--- config.mk ---
export PLATFORM = sky130hd
export DESIGN_NAME = egress_frame_arbiter
export DESIGN_NICKNAME = d
export VERILOG_FILES = /design/src/rtl/egress_frame_arbiter.sv
export SDC_FILE = /design/constraint.sdc
export NUM_CORES = 1
export LEC_CHECK = 0
export BUFFER_PORTS_ARGS = -buffer_cell sky130_fd_sc_hd__buf_2
export CAP_MARGIN = 5
export CORE_ASPECT_RATIO = 1.25
export CORE_MARGIN = 4
export CORE_UTILIZATION = 40
export CTS_CLUSTER_DIAMETER = 40
export DETAILED_ROUTE_END_ITERATION = 12
export PLACE_DENSITY = 0.75
export SLEW_MARGIN = 10
export SYNTH_ARGS = -nofsm -noshare
export SYNTH_HDL_FRONTEND = slang
export SYNTH_SLANG_ARGS = --single-unit
--- constraint.sdc ---
create_clock -name clk -period 4.8 [get_ports clk]
set_input_delay 0.96 -clock clk [delete_from_list [all_inputs] [get_ports clk]]
set_output_delay 0.96 -clock clk [all_outputs]
set_load 0.02 [all_outputs]
--- src/rtl/egress_frame_arbiter.sv ---
// rtl/egress_frame_arbiter.sv - frame-atomic round-robin arbiter sharing one egress stream among NUM_REQ requesters
// Define EGRESS_ARB_WATCHDOG_EN to add the stall watchdog that releases a grant idle for TIMEOUT_CYCLES.
module egress_frame_arbiter #(
    parameter int         NUM_REQ        = 4,
    parameter logic [1:0] EGRESS_ID      = 2'd0,
    parameter int         TIMEOUT_CYCLES = 256
) (
    input  logic                   clk,
    input  logic                   reset,
    input  logic [NUM_REQ-1:0]     req_en,
    input  logic [16*NUM_REQ-1:0]  req_tdata,
    input  logic [2*NUM_REQ-1:0]   req_tdest,
    input  logic [NUM_REQ-1:0]     req_tvalid,
    input  logic [NUM_REQ-1:0]     req_tlast,
    output logic [NUM_REQ-1:0]     req_tready,
    output logic [15:0]            egr_tdata,
    output logic                   egr_tvalid,
    output logic                   egr_tlast,
    input  logic                   egr_tready,
    output logic [1:0]             grant_id,
    output logic                   busy,
    output logic [31:0]            frames_out,
    output logic                   timeout
);
    typedef enum logic {IDLE, BUSY} state_t;

    state_t               state, state_nxt;
    logic [1:0]           ptr;
    logic [1:0]           ptr_after;
    logic [NUM_REQ-1:0]   eligible;
    logic                 any_eligible;
    logic [1:0]           pick;
    logic [2:0]           scan_idx;
    logic                 accept;
    logic                 frame_done;
    logic                 wd_fire;

    always_comb begin
        eligible = '0;
        for (int i = 0; i < NUM_REQ; i++) begin
            eligible[i] = req_en[i] & req_tvalid[i] & (req_tdest[2*i +: 2] == EGRESS_ID);
        end
    end

    // Scan downward so the closest index at or after ptr is the last one written.
    always_comb begin
        pick         = 2'd0;
        any_eligible = 1'b0;
        scan_idx     = 3'd0;
        for (int k = NUM_REQ - 1; k >= 0; k--) begin
            scan_idx = {1'b0, ptr} + 3'(k);
            if (scan_idx >= 3'(NUM_REQ)) begin
                scan_idx = scan_idx - 3'(NUM_REQ);
            end
            if (eligible[scan_idx[1:0]]) begin
                pick         = scan_idx[1:0];
                any_eligible = 1'b1;
            end
        end
    end

    assign busy       = (state == BUSY);
    assign accept     = busy & req_tvalid[grant_id] & egr_tready;
    assign frame_done = accept & req_tlast[grant_id];
    assign ptr_after  = (grant_id == 2'(NUM_REQ - 1)) ? 2'd0 : grant_id + 2'd1;

    always_comb begin
        egr_tdata  = 16'd0;
        egr_tvalid = 1'b0;
        egr_tlast  = 1'b0;
        req_tready = '0;
        state_nxt  = state;
        case (state)
            IDLE: begin
                if (any_eligible) begin
                    state_nxt = BUSY;
                end
            end
            BUSY: begin
                egr_tdata            = req_tdata[16*grant_id +: 16];
                egr_tvalid           = req_tvalid[grant_id];
                egr_tlast            = req_tlast[grant_id];
                req_tready[grant_id] = egr_tready;
                if (frame_done || wd_fire) begin
                    state_nxt = IDLE;
                end
            end
            default: state_nxt = IDLE;
        endcase
    end

    always_ff @(posedge clk) begin
        if (!reset) begin
            state      <= IDLE;
            grant_id   <= 2'd0;
            ptr        <= 2'd0;
            frames_out <= 32'd0;
        end else begin
            state <= state_nxt;
            if (state == IDLE && any_eligible) begin
                grant_id <= pick;
            end
            if (frame_done) begin
                frames_out <= frames_out + 32'd1;
            end
            if (frame_done || wd_fire) begin
                ptr <= ptr_after;
            end
        end
    end

`ifdef EGRESS_ARB_WATCHDOG_EN
    logic [31:0] wd_cnt;
    logic        stalled;

    // Only a ready egress with a silent granted requester counts as a stall.
    assign stalled = busy & egr_tready & ~req_tvalid[grant_id];
    assign wd_fire = stalled & (wd_cnt == 32'(TIMEOUT_CYCLES - 1));

    always_ff @(posedge clk) begin
        if (!reset) begin
            wd_cnt  <= 32'd0;
            timeout <= 1'b0;
        end else begin
            timeout <= wd_fire;
            if (!busy || accept || wd_fire) begin
                wd_cnt <= 32'd0;
            end else if (stalled) begin
                wd_cnt <= wd_cnt + 32'd1;
            end
        end
    end
`else
    logic unused_timeout_cfg;
    assign unused_timeout_cfg = (TIMEOUT_CYCLES == 0);
    assign wd_fire = 1'b0;
    assign timeout = 1'b0;
`endif
endmodule

==> results.sh, run 1 <==
export IMPL_cts_clk_slew_worst_paths_ns=0.07
export IMPL_post_cts_setup_buffers=0
export IMPL_mappedNetlistArea_sq_um=2442
export IMPL_cts_sinks=37
export IMPL_syn_num_nets=349
export IMPL_rr_startpoint="grant_id[1]"
export IMPL_worstSetupPathType="reg -> out"
export IMPL_grt_setup_unrepaired="no"
export IMPL_status="completed"
export IMPL_final_cell_mix="buf_2 (143), dfxtp_1 (37), nor2_1 (26)"
export IMPL_grt_pass1_wl_mm=11.08
export IMPL_ys_seq_elements=37
export IMPL_start_kind="flip-flop"
export IMPL_drive_gt1_share_pct=42.89
export IMPL_synth_edff_count=0
export IMPL_powerDensity_nw_per_um2=197.4
export IMPL_cap_viol_max_count=0
export IMPL_yosys_most_used_dff="dfxtp_1"
export IMPL_antenna_found_initial=1
export IMPL_yosysTopAreaCell="dfxtp_1"
export IMPL_synth_compound_area_share_pct=10.45
export IMPL_synthMuxAreaShare_pct=17.93
export IMPL_die_h_um=95.37
export IMPL_final_cells=477
export IMPL_tritoncts_num_buffers=5
export IMPL_synth_cell_types=40
export IMPL_arrival_ns=2.27
export IMPL_rows=31
export IMPL_met2_usage_pct=33.64
export IMPL_endpoint="egr_tvalid"
export IMPL_clock_latency_ns=0.30
export IMPL_grt_util_met1_pct=20.52
export IMPL_core_sq_um=5857
export IMPL_yosysSeqAreaShare_pct=30.33
export IMPL_ant_nets=0
export IMPL_die_area_sq_um=7428
export IMPL_htreeDepth=2
export IMPL_ctsResizeCount=0
export IMPL_place_congestion=0.7951
export IMPL_critPathCaptureType="output pin"
export IMPL_cp_required_ns=3.84
export IMPL_fin_crit_sh_pct=67.23
export IMPL_gr_usage_all_layers_pct=18.53
export IMPL_cts_path_max_buffers=2
export IMPL_yosysTopAreaCellShare_pct=30.33
export IMPL_synth_top_family_by_area="simple AND/OR/NAND/NOR gates"
export IMPL_slew_headroom_pct=35.64
export IMPL_r2r_end="frames_out[28]"
export IMPL_cts_tree="yes"
export IMPL_placed_cells=468
export IMPL_ioPinCount=145
export IMPL_drv_slew=0
export IMPL_p_leak_nw=1.456
export IMPL_clock_skew_ns=0.006036
export IMPL_peakVddDrop_mv=0.09118
export IMPL_start_util_pct=41.70
export IMPL_use_met3_pct=5.293
export IMPL_postCtsHoldBufs=0
export IMPL_grt_pass1_vias=2501
export IMPL_routedWlPerCell_um=14.54
export IMPL_syn_inst=257
export IMPL_crit_start="grant_id[1]"
export IMPL_layout_cells_most_common="buf_2"
export IMPL_drt_iter0_drc=56
export IMPL_route_detailed_drc=0
export IMPL_avgSynthCellArea_sq_um=9.503
export IMPL_clock_fmax_ghz=0.3099
export IMPL_dp_hpwl_mm=5.544
export IMPL_synthArstFlopShare_pct=0
export IMPL_synth_fa_ha_area_share_pct=2.561
export IMPL_viasPerCell=5.287
export IMPL_dr_pass1_iters=4
export IMPL_ff2ff_path_depth=5
export IMPL_grt_ovfl_total=0
export IMPL_fin_setup_tns_ns=0
export IMPL_setup_violations=0
export IMPL_worst_slew_pin_slew_ns=0.9641
export IMPL_grt_max_degree=36
export IMPL_final_hold_viol_count=0
export IMPL_final_util_pct=55.74
export IMPL_synth_area_leaders="dfxtp_1 (30%), mux4_2 (11%), mux4_1 (6.5%), and2_1 (5.6%), a21oi_1 (4.3%)"
export IMPL_via_count=2522
export IMPL_rrSetupSlack_ns=1.95
export IMPL_area_growth_pct=33.66
export IMPL_fp_dieW_um=77.89
export IMPL_synth_xor_area_share_pct=5.379
export IMPL_postRouteWirelength_mm=6.936
export IMPL_yosysWarnings=0
export IMPL_path_max_fanout=23
export IMPL_fin_crit_ns=3.227
export IMPL_hp_class="reg -> reg"
export IMPL_cts_root_buf="clkbuf_8"
export IMPL_port_buffers=143
export IMPL_synth_simple_area_share_pct=28.02
export IMPL_busiest_layer="met2"
export IMPL_final_nets=485
power breakdown:
group	switching [mW]	total [mW]	internal [mW]
clock network	0.116	0.216	0.100
registers	0.00678	0.315	0.309
logic	0.0507	0.113	0.0621
cells in the mapped netlist, drive strengths merged, types with 2 or more instances:
cell type	instances
a21oi	21
and2	22
and3	5
and4	3
buf	8
clkbuf	7
dfxtp	37
ha	5
inv	8
mux4	18
nand2	11
nand3	13
nand4	9
nor2	26
nor4	2
nor4bb	2
o21ai	8
o221ai	2
o31ai	8
or3	8
or4	8
xnor2	5
xor2	10
logic make-up after synthesis:
group,Yosys count
adders and majority gates,5
muxes,19
and+or+nand+nor,113
AOI/OAI and AO/OA,43
other,1
xor gates and xnor gates,15
buffers and inverters,24
DFF,37
layout make-up:
class | instances | area, sq um
Fill cell | 531 | 2592
Multi-Input combinational cell | 196 | 1575
Sequential cell | 37 | 740.7
Timing Repair Buffer | 144 | 723.2
Tap cell | 82 | 102.6
Clock buffer | 5 | 68.82
Inverter | 9 | 33.78
Clock inverter | 3 | 17.52
Antenna cell | 1 | 2.502
how the worst min path moves through the flow:
stage	slack [ns]	cells past startpoint	endpoint	from
final	0.48	2	frames_out[31]	frames_out[31]
after global routing	0.51	2	frames_out[31]	frames_out[31]
after CTS	0.49	2	frames_out[20]	frames_out[20]
after detailed placement	0.48	2	frames_out[20]	frames_out[20]
after global placement	0.47	2	frames_out[31]	frames_out[31]
after floorplan	0.50	2	ptr[0]	ptr[0]
critical path, cell delays in order (launching register included):
cell	delay (ns)
dfxtp_1	0.96
mux4_2	0.67
and2_1	0.18
buf_2	0.16
flip-flops by register name, indices dropped and copies added, names as in the netlist:
signal,flops
frames_out,32
grant_id,2
ptr,2
busy,1
per-layer routing:
| metal | wire length [um] | share of wire (%) |
|---|---|---|
| met1 | 2712 | 39 |
| met2 | 3484 | 50 |
| met3 | 573 | 8.3 |
| met4 | 165 | 2.4 |
| met5 | 0 | 0 |
through the flow:
step / instance area [sq um] / total power, mW / setup slack [ns] / hold WS, ns
after floorplan: 2442 / 0.3846 / 2.112 / 0.5033
after global placement: 3176 / 0.4352 / 1.880 / 0.4680
after detailed placement: 3176 / 0.4370 / 1.871 / 0.4792
after CTS: 3262 / 0.6542 / 1.534 / 0.4890
after global routing: 3264 / 0.6756 / 1.449 / 0.5050
final: 3264 / 0.6445 / 1.573 / 0.4842
No activity file was read; power rests on OpenSTA's default activity.
==> run 2, diff against run 1 <==
--- a/config.mk
+++ b/config.mk
@@ -5,6 +5,7 @@
 export SDC_FILE = /design/constraint.sdc
 export NUM_CORES = 1
 export LEC_CHECK = 0
+export ABC_AREA = 1
 export BUFFER_PORTS_ARGS = -buffer_cell sky130_fd_sc_hd__buf_2
 export CAP_MARGIN = 5
 export CORE_ASPECT_RATIO = 1.25
@@ -12,7 +13,7 @@
 export CORE_UTILIZATION = 40
 export CTS_CLUSTER_DIAMETER = 40
 export DETAILED_ROUTE_END_ITERATION = 12
-export PLACE_DENSITY = 0.75
+export PLACE_DENSITY = 0.71
 export SLEW_MARGIN = 10
 export SYNTH_ARGS = -nofsm -noshare
 export SYNTH_HDL_FRONTEND = slang
==> constraint.sdc (replaced) <==
create_clock -name clk -period 3.2 [get_ports clk]
set_input_delay 0.64 -clock clk [delete_from_list [all_inputs] [get_ports clk]]
set_output_delay 0.64 -clock clk [all_outputs]
set_load 0.02 [all_outputs]
==> run 2 against run 1 <==
Against the previous run: utilization down 2.5 points; first-iteration DRC count rose to 2.6 times the previous value; cell count up 52%; count of clock-buffer cells in the layout up 1; synthesized area up 20%; largest power group unchanged; highest routed layer is now met5.
==> results.sh, run 2 <==
export IMPL_syn_num_nets=594
export IMPL_core_sq_um=7062
export IMPL_ys_top_cells_by_count="nor2_1 (111), nand2_1 (110), a21oi_1 (46)"
export IMPL_route_detailed_drc=0
export IMPL_via_count=3682
export IMPL_grt_max_degree=41
export IMPL_worst_slew_pin_slew_ns=0.9173
export IMPL_grt_setup_unrepaired="no"
export IMPL_syn_inst=502
export IMPL_crit_start="grant_id[0]"
export IMPL_fin_crit_sh_pct=76.67
export IMPL_ctsResizeCount=0
export IMPL_fp_dieW_um=84.70
export IMPL_slew_headroom_pct=38.78
export IMPL_ant_nets=0
export IMPL_start_kind="flip-flop"
export IMPL_mappedNetlistArea_sq_um=2942
export IMPL_avgSynthCellArea_sq_um=5.860
export IMPL_final_cell_area_sq_um=3759
export IMPL_layout_cells_most_common="buf_2"
export IMPL_antennaDiodeCount=0
export IMPL_dp_hpwl_mm=7.679
export IMPL_hp_class="reg -> reg"
export IMPL_antenna_found_initial=1
export IMPL_cts_tree="yes"
export IMPL_cts_path_max_buffers=2
export IMPL_cap_viol_max_count=0
export IMPL_dp_slack_ns=0.9715
export IMPL_cts_sinks=37
export IMPL_min_delay_start="frames_out[4]"
export IMPL_worstSetupPathType="reg -> out"
export IMPL_drv_slew=0
export IMPL_rows=34
export IMPL_placed_cell_area_sq_um=3676
export IMPL_synth_edff_count=0
export IMPL_synth_cell_types=35
export IMPL_clock_fmax_ghz=0.4076
export IMPL_place_congestion=0.9045
export IMPL_area_growth_pct=27.78
export IMPL_rrSetupSlack_ns=0.96
export IMPL_fin_crit_ns=2.453
export IMPL_r2r_end="frames_out[10]"
export IMPL_ff_latch_area_sq_um=740.7
export IMPL_die_h_um=103.9
export IMPL_post_cts_setup_buffers=0
export IMPL_htreeDepth=2
export IMPL_p_leak_nw=1.771
export IMPL_grt_ovfl_total=0
export IMPL_synth_area_leaders="dfxtp_1 (25%), nor2_1 (14%), nand2_1 (14%), a21oi_1 (7.8%), o21ai_0 (6.0%)"
export IMPL_dr_pass1_iters=4
export IMPL_cts_clk_slew_worst_paths_ns=0.07
export IMPL_tritoncts_num_buffers=5
export IMPL_final_hold_viol_count=0
export IMPL_routedWlPerCell_um=13.45
export IMPL_grt_pass1_vias=3528
export IMPL_clock_latency_ns=0.29
export IMPL_ff2ff_path_depth=10
export IMPL_peakVddDrop_mv=0.1985
export IMPL_ys_seq_elements=37
export IMPL_yosysTopAreaCellShare_pct=25.18
export IMPL_arrival_ns=1.81
export IMPL_synthArstFlopShare_pct=0
export IMPL_drive_gt1_share_pct=26.54
export IMPL_postCtsHoldBufs=0
export IMPL_reg_top3="frames_out x32, grant_id x2, ptr x2"
export IMPL_min_to="frames_out[4]"
export IMPL_final_nets=724
export IMPL_largest_register_ff_count=32
export IMPL_hold_path_cell_count=2
export IMPL_critPathCaptureType="output pin"
export IMPL_cts_root_buf="clkbuf_8"
export IMPL_regMostFlops="frames_out"
export IMPL_clock_skew_ns=0.007964
export IMPL_multiInputGateArea_sq_um=1934
export IMPL_port_buffers=143
export IMPL_start_util_pct=41.65
export IMPL_ioPinCount=145
export IMPL_yosysSeqAreaShare_pct=25.18
export IMPL_fillCellCount=731
export IMPL_postRouteWirelength_mm=9.723
export IMPL_yosysTopAreaCell="dfxtp_1"
export IMPL_status="completed"
export IMPL_powerDensity_nw_per_um2=260.5
export IMPL_final_cell_mix="buf_2 (143), nor2_1 (111), nand2_1 (110)"
export IMPL_yosys_most_used_dff="dfxtp_1"
export IMPL_die_area_sq_um=8798
export IMPL_grt_pass1_wl_mm=16.20
export IMPL_yosysMostFrequentCell="nor2_1"
export IMPL_drt_iter0_drc=143
export IMPL_path_max_fanout=40
export IMPL_yosysWarnings=0
export IMPL_setup_violations=0
export IMPL_fin_setup_tns_ns=0
export IMPL_viasPerCell=5.093
export IMPL_cp_required_ns=2.56
export IMPL_timing_final_ws_setup_ns=0.7467
export IMPL_gr_usage_all_layers_pct=21.77
export IMPL_rr_startpoint="grant_id[0]"
==> run 2: changes by cell type in the layout (fill, tap and decap cells not counted), moves of 17 or more <==
cell,delta
nand2_1,+99
and2_1,-22
nor2_1,+85
nor3_1,+17
a21oi_1,+25
inv_1,+27
o21ai_0,+27
==> run 2: cell families after synthesis <==
group	count (synthesis)	share of synthesized area, %
fa+ha+maj	5	2.127
buf+inv	63	9.060
flops	37	25.18
simple gates	291	42.37
other cells	1	0.1275
compound gates	88	16.08
xor+xnor	17	5.062
==> run 2: cell type report <==
class	instances	area share [%]
Clock buffer	6	1.931
Multi-Input combinational cell	402	51.46
Sequential cell	37	19.71
Clock inverter	2	0.2663
Inverter	40	3.995
Tap cell	90	2.996
Timing Repair Buffer	146	19.64
==> run 2: worst max path at each step <==
stage,to,slack [ns]
after detailed placement,frames_out[9],0.97
after global placement,frames_out[10],1.03
after CTS,egr_tlast,0.75
final,egr_tlast,0.75
after floorplan,egr_tdata[10],0.98
after global routing,egr_tlast,0.56
==> run 2: metrics by stage <==
| stage | hold slack, ns | cells | util (%) | total power, mW |
|---|---|---|---|---|
| global placement | 0.4603 | 715 | 52.06 | 0.6758 |
| finish | 0.4810 | 723 | 53.22 | 0.9790 |
| global route | 0.5273 | 723 | 53.22 | 1.029 |
| floorplan | 0.5003 | 502 | - | 0.5920 |
| detailed placement | 0.4673 | 715 | 52.06 | 0.6775 |
| CTS | 0.4794 | 723 | 53.22 | 0.9871 |
==> run 2: metal layers <==
| layer | up-vias | global-route usage [%] | part of all wire [%] |
|---|---|---|---|
| met4 | 2 | 7.353 | 2.4 |
| met3 | 21 | 5.943 | 10 |
| met5 | - | 0 | 0.16 |
| li1 | 1887 | - | - |
| met2 | 179 | 37.46 | 48 |
| met1 | 1593 | 25.79 | 39 |
==> run 2: power by group <==
| part | switching [mW] | internal [mW] | total [mW] |
|---|---|---|---|
| clock | 0.161 | 0.151 | 0.311 |
| combinational | 0.119 | 0.0803 | 0.199 |
| sequential | 0.00483 | 0.464 | 0.468 |
| total | 0.284 | 0.695 | 0.979 |
==> run 2: critical path, stage by stage, from the launching register on <==
cell and delay [ns]:
dfxtp_1 0.33, buf_4 0.36, nand2_1 0.15, a32oi_4 0.33, inv_1 0.07, nor2_1 0.08, buf_2 0.19
==> run 3, diff against run 2 <==
==> constraint.sdc (replaced) <==
create_clock -name clk -period 2.5 [get_ports clk]
set_input_delay 0.5 -clock clk [delete_from_list [all_inputs] [get_ports clk]]
set_output_delay 0.5 -clock clk [all_outputs]
set_load 0.02 [all_outputs]
==> run 3 against run 2 <==
Against the previous run: flip-flop and latch count unchanged; global-route usage down 0.096 points; combinational power up 31%; highest routed layer unchanged; hold slack better by 0.0048 ns; non-clock buffer count up 3; register-to-register slack worse by 0.57 ns; sequential power up 28%; setup slack worse by 0.56 ns.
==> results.sh, run 3 (synthesized netlist as in run 2, its figures left out) <==
export IMPL_status="completed"
export IMPL_port_buffers=143
export IMPL_post_cts_setup_buffers=0
export IMPL_gr_usage_all_layers_pct=21.68
export IMPL_powerDensity_nw_per_um2=367.4
export IMPL_antenna_found_initial=2
export IMPL_cp_required_ns=2.00
export IMPL_htreeDepth=2
export IMPL_drive_gt1_share_pct=26.89
export IMPL_fin_setup_tns_ns=0
export IMPL_grt_pass1_vias=3443
export IMPL_fin_crit_sh_pct=92.36
export IMPL_die_area_sq_um=8798
export IMPL_start_util_pct=41.65
export IMPL_ioPinCount=145
export IMPL_cts_path_max_buffers=2
export IMPL_grt_pass1_wl_mm=16.06
export IMPL_ctsResizeCount=0
export IMPL_viasPerCell=5.186
export IMPL_p_leak_nw=1.799
export IMPL_start_kind="flip-flop"
export IMPL_clock_fmax_ghz=0.4331
export IMPL_die_h_um=103.9
export IMPL_route_detailed_drc=0
export IMPL_core_sq_um=7062
export IMPL_final_cells=726
export IMPL_layout_cells_most_common="buf_2"
export IMPL_ant_nets=0
export IMPL_drt_iter0_drc=169
export IMPL_peakVddDrop_mv=0.3246
export IMPL_clock_latency_ns=0.29
export IMPL_hp_class="reg -> reg"
export IMPL_grt_ovfl_total=0
export IMPL_dr_pass1_iters=5
export IMPL_critPathCaptureType="output pin"
export IMPL_final_nets=727
export IMPL_via_count=3765
export IMPL_antennaDiodeCount=0
export IMPL_cts_root_buf="clkbuf_8"
export IMPL_clock_skew_ns=0.007868
export IMPL_path_max_fanout=28
export IMPL_fp_dieW_um=84.70
export IMPL_place_congestion=0.9455
export IMPL_drv_slew=0
export IMPL_worst_slew_pin_slew_ns=0.5294
export IMPL_regMostFlops="frames_out"
export IMPL_fin_crit_ns=2.309
export IMPL_reg_top3="frames_out x32, grant_id x2, ptr x2"
export IMPL_cts_sinks=37
export IMPL_grt_setup_unrepaired="no"
export IMPL_final_cell_mix="buf_2 (143), nor2_1 (111), nand2_1 (110)"
export IMPL_setup_violations=0
export IMPL_worstSetupPathType="reg -> out"
export IMPL_cap_viol_max_count=0
export IMPL_postRouteWirelength_mm=10.01
export IMPL_grt_max_degree=29
export IMPL_rows=34
export IMPL_area_growth_pct=29.69
export IMPL_tritoncts_num_buffers=5
export IMPL_placed_cells=718
export IMPL_cts_clk_slew_worst_paths_ns=0.08
export IMPL_arrival_ns=1.81
export IMPL_largest_register_ff_count=32
export IMPL_slew_headroom_pct=64.38
export IMPL_dp_hpwl_mm=7.843
export IMPL_final_hold_viol_count=0
export IMPL_routedWlPerCell_um=13.78
export IMPL_cts_tree="yes"
export IMPL_postCtsHoldBufs=0
==> run 3: cell count changes in the layout (fill, tap and decap cells not counted) <==
cell	before	now
clkbuf_8	5	6
buf_4	3	6
bufinv_16	0	1
clkinv_2	2	0
==> run 3: final timing paths <==
| kind | endpoint | from | depth (start not counted) | slack [ns] |
|---|---|---|---|---|
| max | req_tready[2] | grant_id[0] | 6 | 0.19 |
| min | frames_out[4] | frames_out[4] | 2 | 0.49 |
| max reg2reg | frames_out[9] | grant_id[1] | 8 | 0.39 |
| min reg2reg | frames_out[4] | frames_out[4] | 2 | 0.49 |
==> run 3: final cells by class <==
cell class	count	area, sq um
Clock inverter	1	30.03
Sequential cell	37	740.7
Multi-Input combinational cell	402	1934
Timing Repair Buffer	149	760.7
Clock buffer	7	86.33
Fill cell	764	3247
Tap cell	90	112.6
Inverter	40	150.1
==> run 3: worst max-delay path, stage by stage (launching register included) <==
cell	delay, ns
dfxtp_1	0.32
inv_1	0.26
buf_4	0.32
ha_1	0.19
inv_1	0.04
nor2_1	0.19
buf_2	0.21
==> run 3: layer usage <==
metal / up-vias / share of wire, % / GRT usage, %
li1: 1894 / - / -
met1: 1676 / 39 / 25.75
met2: 166 / 48 / 37.29
met3: 25 / 9.6 / 5.547
met4: 4 / 2.6 / 7.692
met5: - / 0.25 / 0
==> run 3: report_power, final <==
group          switching [mW]  leakage (nW)  internal [mW]
clock network           0.216        0.0585          0.325
logic                   0.155          1.44          0.106
registers             0.00625         0.298          0.593
total                   0.377          1.80           1.02
==> run 3: through the flow <==
step | hold slack, ns | util (%) | cell area [sq um] | worst slack (ns) | power (mW)
final | 0.4858 | 54.02 | 3815 | 0.1909 | 1.402
after global routing | 0.5206 | 54.02 | 3815 | 0.04808 | 1.464
after CTS | 0.4812 | 54.02 | 3815 | 0.1665 | 1.408
after detailed placement | 0.4685 | 52.37 | 3699 | 0.3888 | 0.8742
after global placement | 0.4631 | 52.37 | 3699 | 0.4571 | 0.8707
after floorplan | 0.5003 | - | 2942 | 0.4198 | 0.7578
